--- src/rtl/fir_pkg.sv ---
// ---------------------------------------------------------------------------
// fir_pkg
// Shared definitions for the serial (resource-folded) FIR filter family:
//   - fir_state_e : sequencer states of the folded filter
//   - DEF_*       : default sample / coefficient widths and tap count
//   - fir_owidth  : full-precision accumulator width for a given filter shape
// ---------------------------------------------------------------------------
package fir_pkg;

  // Sequencer states: wait for a sample, run the taps, publish the result.
  typedef enum logic [1:0] {
    IDLE = 2'd0,
    MAC  = 2'd1,
    DONE = 2'd2
  } fir_state_e;

  localparam int DEF_IWIDTH = 14;
  localparam int DEF_CWIDTH = 14;
  localparam int DEF_TAPS   = 50;

  // Accumulator width that cannot overflow: product bits plus growth for
  // summing 'taps' products.
  function automatic int fir_owidth(input int iw, input int cw, input int taps);
    return iw + cw + $clog2(taps);
  endfunction

endpackage

--- src/rtl/fir_mac_unit.sv ---
// ---------------------------------------------------------------------------
// fir_mac_unit
// Registered signed multiply-accumulate with synchronous clear and enable.
// acc <= clr ? 0 : (en ? acc + sext(a*b) : acc)
//
// Ports:
//   clk    in   1    rising-edge clock
//   rst_n  in   1    asynchronous active-low reset, clears the accumulator
//   clr    in   1    synchronous clear (wins over en)
//   en     in   1    accumulate a*b this cycle
//   a      in   AW   signed multiplicand
//   b      in   BW   signed multiplier
//   acc    out  OW   signed accumulator (registered)
// ---------------------------------------------------------------------------
module fir_mac_unit #(
  parameter int AW = 14,
  parameter int BW = 14,
  parameter int OW = 34
) (
  input  logic                 clk,
  input  logic                 rst_n,
  input  logic                 clr,
  input  logic                 en,
  input  logic signed [AW-1:0] a,
  input  logic signed [BW-1:0] b,
  output logic signed [OW-1:0] acc
);

  logic signed [AW+BW-1:0] a_ext_s;
  logic signed [AW+BW-1:0] b_ext_s;
  logic signed [AW+BW-1:0] prod_s;
  logic signed [OW-1:0]    prod_ext_s;
  logic signed [OW-1:0]    acc_r;

  // Full-precision signed product, sign-extended to the accumulator width.
  // Operands are widened first so the low AW+BW bits of the product are exact.
  always_comb begin
    a_ext_s    = {{BW{a[AW-1]}}, a};
    b_ext_s    = {{AW{b[BW-1]}}, b};
    prod_s     = a_ext_s * b_ext_s;
    prod_ext_s = {{(OW-AW-BW){prod_s[AW+BW-1]}}, prod_s};
  end

  // Accumulator register.
  always_ff @(posedge clk or negedge rst_n) begin
    if (!rst_n) begin
      acc_r <= '0;
    end else if (clr) begin
      acc_r <= '0;
    end else if (en) begin
      acc_r <= acc_r + prod_ext_s;
    end else begin
      acc_r <= acc_r;
    end
  end

  assign acc = acc_r;

endmodule

--- src/rtl/fir_serial_mac.sv ---
// ---------------------------------------------------------------------------
// fir_serial_mac
// Folded FIR filter: y[n] = sum_{k=0}^{TAPS-1} h[k]*x[n-k], computed with one
// shared multiply-accumulator stepping through a circular sample history.
// One output is produced per DECIM accepted samples. Coefficients are loaded
// at run time; clr zeroes the sample history.
//
// Ports:
//   clk        in   1       rising-edge clock
//   rst_n      in   1       asynchronous active-low reset
//   in_valid   in   1       in_data valid
//   in_ready   out  1       sample accepted on in_valid && in_ready
//   in_data    in   IWIDTH  signed input sample
//   clr        in   1       synchronous history clear (IDLE only)
//   coef_we    in   1       coefficient write strobe (IDLE, no handshake)
//   coef_addr  in   AWIDTH  coefficient index k (h[k] multiplies x[n-k])
//   coef_data  in   CWIDTH  signed coefficient value
//   out_valid  out  1       one-cycle strobe, out_data updated
//   out_data   out  OWIDTH  signed filter output, held until next result
//
// Timing: the accepting edge moves the sequencer to MAC; TAPS edges run the
// taps; the DONE edge registers the result, so out_valid is seen TAPS+1
// edges after acceptance and the next sample can be taken one edge later.
// ---------------------------------------------------------------------------
module fir_serial_mac
  import fir_pkg::*;
#(
  parameter  int IWIDTH = DEF_IWIDTH,
  parameter  int CWIDTH = DEF_CWIDTH,
  parameter  int TAPS   = DEF_TAPS,
  parameter  int DECIM  = 1,
  localparam int AWIDTH = $clog2(TAPS),
  localparam int OWIDTH = fir_owidth(IWIDTH, CWIDTH, TAPS)
) (
  input  logic                     clk,
  input  logic                     rst_n,
  input  logic                     in_valid,
  output logic                     in_ready,
  input  logic signed [IWIDTH-1:0] in_data,
  input  logic                     clr,
  input  logic                     coef_we,
  input  logic        [AWIDTH-1:0] coef_addr,
  input  logic signed [CWIDTH-1:0] coef_data,
  output logic                     out_valid,
  output logic signed [OWIDTH-1:0] out_data
);

  localparam int DWIDTH = (DECIM > 1) ? $clog2(DECIM) : 1;

  fir_state_e               state_r;
  fir_state_e               state_nxt_s;
  logic                     ready_r;
  logic        [AWIDTH-1:0] wr_ptr_r;
  logic        [AWIDTH-1:0] rd_ptr_r;
  logic        [AWIDTH-1:0] k_r;
  logic        [DWIDTH-1:0] dec_cnt_r;
  logic signed [IWIDTH-1:0] hist_r [TAPS];
  logic signed [CWIDTH-1:0] coef_r [TAPS];
  logic                     out_valid_r;
  logic signed [OWIDTH-1:0] out_data_r;
  logic signed [OWIDTH-1:0] acc_s;

  logic hs_s;
  logic clr_s;
  logic coef_wr_s;
  logic dec_wrap_s;
  logic start_s;
  logic last_tap_s;
  logic mac_en_s;

  // ready_r is only set while idle; clr masks it combinationally so a
  // coincident sample is refused in the same cycle the history is wiped.
  assign in_ready = ready_r & ~clr;

  // Handshake qualifiers and sequencer next state.
  always_comb begin
    hs_s        = 1'b0;
    clr_s       = 1'b0;
    coef_wr_s   = 1'b0;
    dec_wrap_s  = 1'b0;
    start_s     = 1'b0;
    last_tap_s  = 1'b0;
    mac_en_s    = 1'b0;
    state_nxt_s = state_r;

    hs_s       = in_valid & in_ready;
    clr_s      = clr & (state_r == IDLE);
    dec_wrap_s = (dec_cnt_r == DWIDTH'(DECIM - 1));
    start_s    = hs_s & dec_wrap_s;
    last_tap_s = (k_r == AWIDTH'(TAPS - 1));
    mac_en_s   = (state_r == MAC);
    // Addresses beyond the last tap are ignored rather than aliased.
    coef_wr_s  = coef_we & (state_r == IDLE) & ~hs_s &
                 ({1'b0, coef_addr} < (AWIDTH + 1)'(TAPS));

    case (state_r)
      IDLE: begin
        if (start_s) begin
          state_nxt_s = MAC;
        end else begin
          state_nxt_s = IDLE;
        end
      end
      MAC: begin
        if (last_tap_s) begin
          state_nxt_s = DONE;
        end else begin
          state_nxt_s = MAC;
        end
      end
      DONE:    state_nxt_s = IDLE;
      default: state_nxt_s = IDLE;
    endcase
  end

  // Sequencer state and the ready flag (low during reset, high when idle).
  always_ff @(posedge clk or negedge rst_n) begin
    if (!rst_n) begin
      state_r <= IDLE;
      ready_r <= 1'b0;
    end else begin
      state_r <= state_nxt_s;
      ready_r <= (state_nxt_s == IDLE);
    end
  end

  // Write pointer and decimation phase.
  always_ff @(posedge clk or negedge rst_n) begin
    if (!rst_n) begin
      wr_ptr_r  <= '0;
      dec_cnt_r <= '0;
    end else if (clr_s) begin
      wr_ptr_r  <= '0;
      dec_cnt_r <= '0;
    end else if (hs_s) begin
      if (wr_ptr_r == AWIDTH'(TAPS - 1)) begin
        wr_ptr_r <= '0;
      end else begin
        wr_ptr_r <= wr_ptr_r + AWIDTH'(1);
      end
      if (dec_wrap_s) begin
        dec_cnt_r <= '0;
      end else begin
        dec_cnt_r <= dec_cnt_r + DWIDTH'(1);
      end
    end else begin
      wr_ptr_r  <= wr_ptr_r;
      dec_cnt_r <= dec_cnt_r;
    end
  end

  // Circular sample history; an empty history reads as zeros.
  always_ff @(posedge clk or negedge rst_n) begin
    if (!rst_n) begin
      for (int i = 0; i < TAPS; i++) begin
        hist_r[i] <= '0;
      end
    end else if (clr_s) begin
      for (int i = 0; i < TAPS; i++) begin
        hist_r[i] <= '0;
      end
    end else if (hs_s) begin
      hist_r[wr_ptr_r] <= in_data;
    end else begin
      hist_r[wr_ptr_r] <= hist_r[wr_ptr_r];
    end
  end

  // Coefficient bank; writes land only between passes so a pass never sees
  // a mix of old and new coefficients.
  always_ff @(posedge clk or negedge rst_n) begin
    if (!rst_n) begin
      for (int i = 0; i < TAPS; i++) begin
        coef_r[i] <= '0;
      end
    end else if (coef_wr_s) begin
      coef_r[coef_addr] <= coef_data;
    end else begin
      coef_r[coef_addr] <= coef_r[coef_addr];
    end
  end

  // Tap index and read pointer: start at the newest sample (the slot just
  // written) and walk backwards in time, wrapping below slot 0.
  always_ff @(posedge clk or negedge rst_n) begin
    if (!rst_n) begin
      k_r      <= '0;
      rd_ptr_r <= '0;
    end else if (start_s) begin
      k_r      <= '0;
      rd_ptr_r <= wr_ptr_r;
    end else if (mac_en_s) begin
      if (last_tap_s) begin
        k_r <= '0;
      end else begin
        k_r <= k_r + AWIDTH'(1);
      end
      if (rd_ptr_r == '0) begin
        rd_ptr_r <= AWIDTH'(TAPS - 1);
      end else begin
        rd_ptr_r <= rd_ptr_r - AWIDTH'(1);
      end
    end else begin
      k_r      <= k_r;
      rd_ptr_r <= rd_ptr_r;
    end
  end

  fir_mac_unit #(
    .AW (IWIDTH),
    .BW (CWIDTH),
    .OW (OWIDTH)
  ) u_mac (
    .clk   (clk),
    .rst_n (rst_n),
    .clr   (start_s),
    .en    (mac_en_s),
    .a     (hist_r[rd_ptr_r]),
    .b     (coef_r[k_r]),
    .acc   (acc_s)
  );

  // Result register: publish the finished sum and strobe for one cycle.
  always_ff @(posedge clk or negedge rst_n) begin
    if (!rst_n) begin
      out_valid_r <= 1'b0;
      out_data_r  <= '0;
    end else if (state_r == DONE) begin
      out_valid_r <= 1'b1;
      out_data_r  <= acc_s;
    end else begin
      out_valid_r <= 1'b0;
      out_data_r  <= out_data_r;
    end
  end

  assign out_valid = out_valid_r;
  assign out_data  = out_data_r;

endmodule

--- config.mk ---
export PLATFORM = sky130hd
export DESIGN_NAME = fir_serial_mac
export DESIGN_NICKNAME = d
export VERILOG_FILES = /design/src/rtl/fir_pkg.sv /design/src/rtl/fir_mac_unit.sv /design/src/rtl/fir_serial_mac.sv
export SDC_FILE = /design/constraint.sdc
export NUM_CORES = 2
export LEC_CHECK = 0
export ABC_CLOCK_PERIOD_IN_PS = 25900
export CAP_MARGIN = 30
export CORE_MARGIN = 3
export CORE_UTILIZATION = 41
export CTS_BUF_LIST = sky130_fd_sc_hd__clkbuf_4 sky130_fd_sc_hd__clkbuf_8
export DETAILED_ROUTE_END_ITERATION = 10
export SLEW_MARGIN = 40
export SYNTH_ARGS = -nofsm -noshare
export SYNTH_HDL_FRONTEND = slang
export SYNTH_SLANG_ARGS = --single-unit
--- constraint.sdc ---
create_clock -name clk -period 25.9 [get_ports clk]
set_clock_uncertainty 0.2 [all_clocks]
set_input_delay 2.59 -clock clk [delete_from_list [all_inputs] [get_ports clk]]
set_output_delay 2.59 -clock clk [all_outputs]
set_load 0.02 [all_outputs]
Word-level counts from Yosys, hierarchy flattened
Index checks and enable logic that the tools add are counted.

Flip-flop bits (word level): 1491. Bits of input ports: 39. Output and inout bits: 36. Word-level logic and storage cells: 188.

Add/sub/neg operators: 5. Multipliers: 1. Order comparisons: 7. Equality and inequality tests: 4. Muxes and demuxes: 41. Bitwise gates (word level): 14. Reduce and logical (&&, ||, !) cells: 7.

Operators with widths (number): bitwise mux 700 bit (4); 2-to-1 mux 700 bit (3); binary-select mux 14 bit (select 6 bit) (4); demux 14 bit (select 6 bit) (2); 2-to-1 mux 14 bit (10); 2-to-1 mux 34 bit (2); 2-to-1 mux 6 bit (9); adder 34 x 28 -> 34 bit (1); greater-or-equal comparator 7 bit (second input constant) (4); multiplier 14 x 14 -> 28 bit (1); inverter 6 -> 7 bit (4); < comparator 7 x 1 -> 1 bit (second input constant) (2); adder 6 x 1 -> 6 bit (second input constant) (2); == test 6 bit (second input constant) (2); bitwise AND 1 bit (7); zero test 6 bit (1); < comparator 6 bit (second input constant) (1); subtractor 6 x 1 -> 6 bit (second input constant) (1); 2-to-1 mux 1 bit (5); zero test 2 bit (2); case mux 2 bit (2 select lines) (1); nonzero test 2 bit (2); inverter 1 bit (3); == test 2 x 1 -> 1 bit (second input constant) (1); other kinds (4) (5).

Longest topological paths before layout
Word-level depth: 8. Depth in mapped cells: 34. Gate-level depth less buffers: 28.

Hierarchy
Synthesis repeated with hierarchy kept, for this count alone.

Cells, all modules: 8511. Area, all modules: 87694.1 um^2.

By module, submodules not included: fir_serial_mac (times used 1, cells each 7266, area each 76110.5 um^2, seq. area each 36434.9 um^2); fir_mac_unit (times used 1, cells each 1245, area each 11583.6 um^2, seq. area each 850.8 um^2).

Least setup slack after synthesis
No wires, ideal clock.

Kind: flip-flop to flip-flop. Start: reg k_r[1]. End: reg u_mac.acc_r[31] (netlist: u_mac.acc[31]). Library setup time: 86 ps. Data arrival time: 9015 ps. Slack: 16599 ps. Cell stages (with the launch flop): 32. Period minus slack after synthesis: 9301 ps. Cells stage by stage: dfrtp_1 buf_2 buf_4 clkbuf_1 clkbuf_1 mux4_2 mux4_2 mux2i_1 nor2_1 nor3_2 buf_2 nor2_1 inv_2 fa_1 fa_1 inv_1 fa_1 fa_1 fa_1 inv_1 fa_1 inv_1 ha_1 clkbuf_1 a21o_1 a21o_1 a31oi_1 a31oi_1 a2111oi_0 o31ai_1 and3_1 nor3_1.

Word-level cells in the longest chain between the ends: 8.

Ends and longest elaborated chain: from (decl) (RTL line fir_serial_mac.sv:55) `logic [AWIDTH-1:0] k_r;`; from (signal assigned) (RTL line fir_serial_mac.sv:196) `k_r <= k_r + AWIDTH'(1);`; from (signal assigned) (RTL line fir_serial_mac.sv:204) `k_r <= k_r;`; inverter 6 -> 7 bit (implied by the code) (RTL line fir_serial_mac.sv:219) `.b (coef_r[k_r]),`; binary-select mux 14 bit (select 6 bit) (RTL line fir_serial_mac.sv:219); 2-to-1 mux 14 bit (implied by the code) (2 in a row) (RTL line fir_serial_mac.sv:219); multiplier 14 x 14 -> 28 bit (RTL line fir_mac_unit.sv:40) `prod_s = a_ext_s * b_ext_s;`; adder 34 x 28 -> 34 bit (RTL line fir_mac_unit.sv:51) `acc_r <= acc_r + prod_ext_s;`; 2-to-1 mux 34 bit (RTL line fir_mac_unit.sv:50) `end else if (en) begin`; 2-to-1 mux 34 bit (RTL line fir_mac_unit.sv:48) `end else if (clr) begin`; to (signal assigned) (RTL line fir_mac_unit.sv:51); to (signal assigned) (RTL line fir_mac_unit.sv:53) `acc_r <= acc_r;`; to (decl) (RTL line fir_mac_unit.sv:33) `logic signed [OW-1:0] acc_r;`.

No other way between the ends. The select of a mux whose other input is x is not followed. A chain may end at the register's enable or synchronous reset.

Final worst setup path
Ends and elaborated chain as after synthesis.

==> summary.md <==
| Metric | Value |
|---|---|
| Worst slew margin | `roughly 30%` |
| Fin. max-slew vios | `0` |
| FFs w/ async S/R, synth | `100%` |
| # clock sinks | `1490` |
| Worst slew pin tran | `between 1000 and 1500 ps` |
| Storage cell area | `approximately 37000 um2` |
| EDFF count, synth | `0` |
| Main synth FF type | `dfrtp_1` |
| Cell area after synthesis | `87800 um2` |
| Lkg Pwr | `0.0416 uW` |
| Die Y-Extent | `approximately 470 um` |
| Worst setup margin | `15110 ps` |
| #FFs+latches synth | `about 1500` |
| Commonest non-fill, non-tap cells in the layout | `nand2_1, dfrtp_1, o21ai_0, a21oi_1, nor2_1` |
| Min-Delay Path Class | `reg -> reg` |
| Hold Buf Count CTS | `0` |
| Core Region | `213000 um2` |
| Inserted Clock Buffers | `290` |
| Peak Freq | `between 90 and 100 MHz` |
| WHS Path Cells | `2` |
| Die area | `roughly 220000 um2` |
| Clk slew on worst S/H paths | `roughly 70 ps` |
| Post-Synth XOR/XNOR Area | `0.279%` |
| Cell Rows | `~170` |
| Startpoint Class | `register` |
| NumNets Final | `just over 9000` |
| Part of the cycle the worst path needs | `a little over two fifths` |
| Hold Path Sink | `out_data[15]$_DFFE_PN0P_` |
| Max incr delay on CP | `about 900 ps` |
| Buffers on Ports | `74` |
| Placed wire-length estimate | `roughly 210000 um` |
| Final Util | `46.0%` |
| Post-CTS sizing | `0` |
| Top cell by count, worst path | `fa_1` |
| CTS tree | `built` |
| Commonest non-fill, non-tap cell in the layout | `nand2_1` |
| Average cell area after synthesis | `9.82 um2` |
| Starting Density | `approximately two fifths` |
| FF-to-FF setup slack | `15110 ps` |
| Pwr Density | `100 nW/um2` |
| # IOs | `75` |
| Mux share of post-synthesis cell area | `14.7%` |
| Critical path endpoint category | `register` |
| Largest family of logic cells by synthesized area | `compound AO/OA/AOI/OAI gates` |
| Post-DRT Antenna Nets | `0` |
| Total number of vias | `74700` |
| Cells after Synth | `8947` |
| Cell area after layout | `97700 um2` |
| Family with the most delay on the worst path | `adder cells` |
| Vias in the first global route | `73900` |
| Post-Route WL | `335000 um` |
| TritonRoute pass-1 iters | `8` |
| Worst EP required | `26620 ps` |
| Cell variety after synth | `90` |
| Shortest period the worst path allows | `10790 ps` |
| Layout cells sized above 1 | `17.4%` |
| Setup WS pre-CTS | `15240 ps` |
| Worst reg2reg endpoint | `u_mac.acc[31]$_DFFE_PN0P_` |
| DIE WIDTH | `469 um` |
| Kind of critical path | `reg -> reg` |
| Max_cap viols | `0` |
| YS warnings | `0` |
| Postcts setup bufs | `0` |
| WP data arrival | `11510 ps` |
| Routed len/inst | `28.3 um` |
| Setup-failing EPs final | `0` |
| GRT Overall Usage | `30.3%` |
| Placed cell areas | `91600 um2` |
| Final hold violation count | `0` |
| Status | `complete, no violations` |
| Fillers | `19800` |
| CP Buf/Inv Count | `8` |
| Area delta synth->final | `11.3%` |
| Largest net degree at the start of global routing | `129` |
| Root Driver | `clkbuf_8` |
| Simple-Gate Fraction of Synth Area | `13.3%` |
| Post-synth net total | `9356` |
| Adder-cell share of the synthesized area | `between 7 and 8%` |
| Worst hold slack | `approximately 280 ps` |
| Multi-input logic area | `46500 um2` |
| Seq/Total Area, Yosys | `42.5%` |
| Routability cong. | `0.944` |
| Worst r2r path cells | `29` |
| Peak supply drop | `0.0815 mV` |
| Reg-to-reg critical path startpoint | `k_r[1]$_DFFE_PN0P_` |
| DRC viols | `0` |
| Worst-Skew Late Latency | `1090 ps` |
| Min-delay src | `out_data[15]$_DFFE_PN0P_` |
| # H-tree levels | `5` |
| Worst path slowest cell | `dfrtp_4` |
| First-pass GRT wire length | `498000 um` |
| DR vias/cell | `6.32` |
| Max Root-Sink Buffers | `4` |
| DRT iter0 DRCs | `10100` |
| RSZ-0062 raised after global routing | `false` |
| Grt ovf | `0` |
| Setup TNS | `0 ps` |
| Synth Area in Compound Gates | `between 10% and 20%` |
| Initial antenna violation count | `13` |
| CP max FO | `50` |
## cell type report
type | instances | share of cell area [%]
flip-flops and latches | 1490 | 38.2
inverters | 384 | 1.48
well taps | 2821 | 3.61
diodes | 10 | 0.0256
clock inverters | 30 | 0.271
clock buffers | 450 | 5.81
multi-input cells | 6323 | 47.6
repair buffers | 314 | 3.01
## stage by stage
stage	instances	total power, uW
floorplan	8947	5820
global placement	11300	7110
detailed placement	11300	7220
CTS	11800	9710
global route	11800	10300
finish	11800	9780
## cell usage after synthesis, types with 21 or more instances
master	instances	area (um2)
a22oi_1	390	2930
nor3_1	25	125
nor2_1	565	2120
a221o_1	33	330
mux2i_1	102	1020
buf_6	25	282
buf_2	188	941
mux2_2	176	1980
mux4_2	438	9860
nand2b_1	33	206
ha_1	101	1260
nand2_1	1887	7080
o21ai_0	825	4130
buf_4	32	240
a221oi_1	79	692
a41oi_1	43	377
nand4_1	31	194
clkbuf_1	457	1720
xnor2_1	21	184
a22o_1	44	385
nand3_1	128	641
fa_1	269	5390
inv_1	370	1390
dfrtp_1	1490	37300
o21ai_1	35	175
nor2b_1	63	394
a21oi_1	690	3450
a31oi_1	31	194
buf_1	47	176
## layer usage
layer / vias to the layer above / global-route usage (%) / share of wire (%)
met3: 1116 / 9.72 / 13
met1: 37500 / 40.7 / 39
met5: - / 0 / 0.014
met2: 4887 / 43.7 / 43
li1: 31300 / - / -
met4: 8 / 16.0 / 5.9
## kinds of logic after synthesis
| family | after synthesis |
|---|---|
| AO/OA/AOI/OAI | 2355 |
| XOR/XNOR | 28 |
| adder cells (fa/ha/maj) | 370 |
| buffers and inverters | 1134 |
| flip-flops | 1490 |
| multiplexers | 722 |
| AND/OR/NAND/NOR | 2848 |
## flip-flops by register name (all words and copies together) (netlist names)
signal / flops
state_r: 2
out_data: 34
out_valid: 1
k_r: 6
rd_ptr_r: 6
wr_ptr_r: 6
coef_r: 700
hist_r: 700
u_mac.acc: 34
ready_r: 1
## worst max path at each step
stage                                           end  cells past startpoint               startpoint  slack, ps
after CTS                 u_mac.acc[31]$_DFFE_PN0P_                     29       k_r[1]$_DFFE_PN0P_      15190
after global routing      u_mac.acc[31]$_DFFE_PN0P_                     29       k_r[1]$_DFFE_PN0P_      14670
after global placement    u_mac.acc[31]$_DFFE_PN0P_                     28  rd_ptr_r[0]$_DFFE_PN0P_      15150
after detailed placement  u_mac.acc[31]$_DFFE_PN0P_                     29       k_r[1]$_DFFE_PN0P_      15240
final                     u_mac.acc[31]$_DFFE_PN0P_                     29       k_r[1]$_DFFE_PN0P_      15110
after floorplan           u_mac.acc[31]$_DFFE_PN0P_                     31       k_r[1]$_DFFE_PN0P_      16600
## tightest hold or removal path, stage by stage, from the launching register on
cell	delay [ps]
dfrtp_1	330
nand2_1	50
o21ai_0	60
## power breakdown
group | switching (uW) | internal, uW
clock | 1070 | 1410
sequential | 391 | 2650
combinational | 2720 | 1530
total | 4180 | 5600
Note: power is estimated with default switching activity, not from simulation.
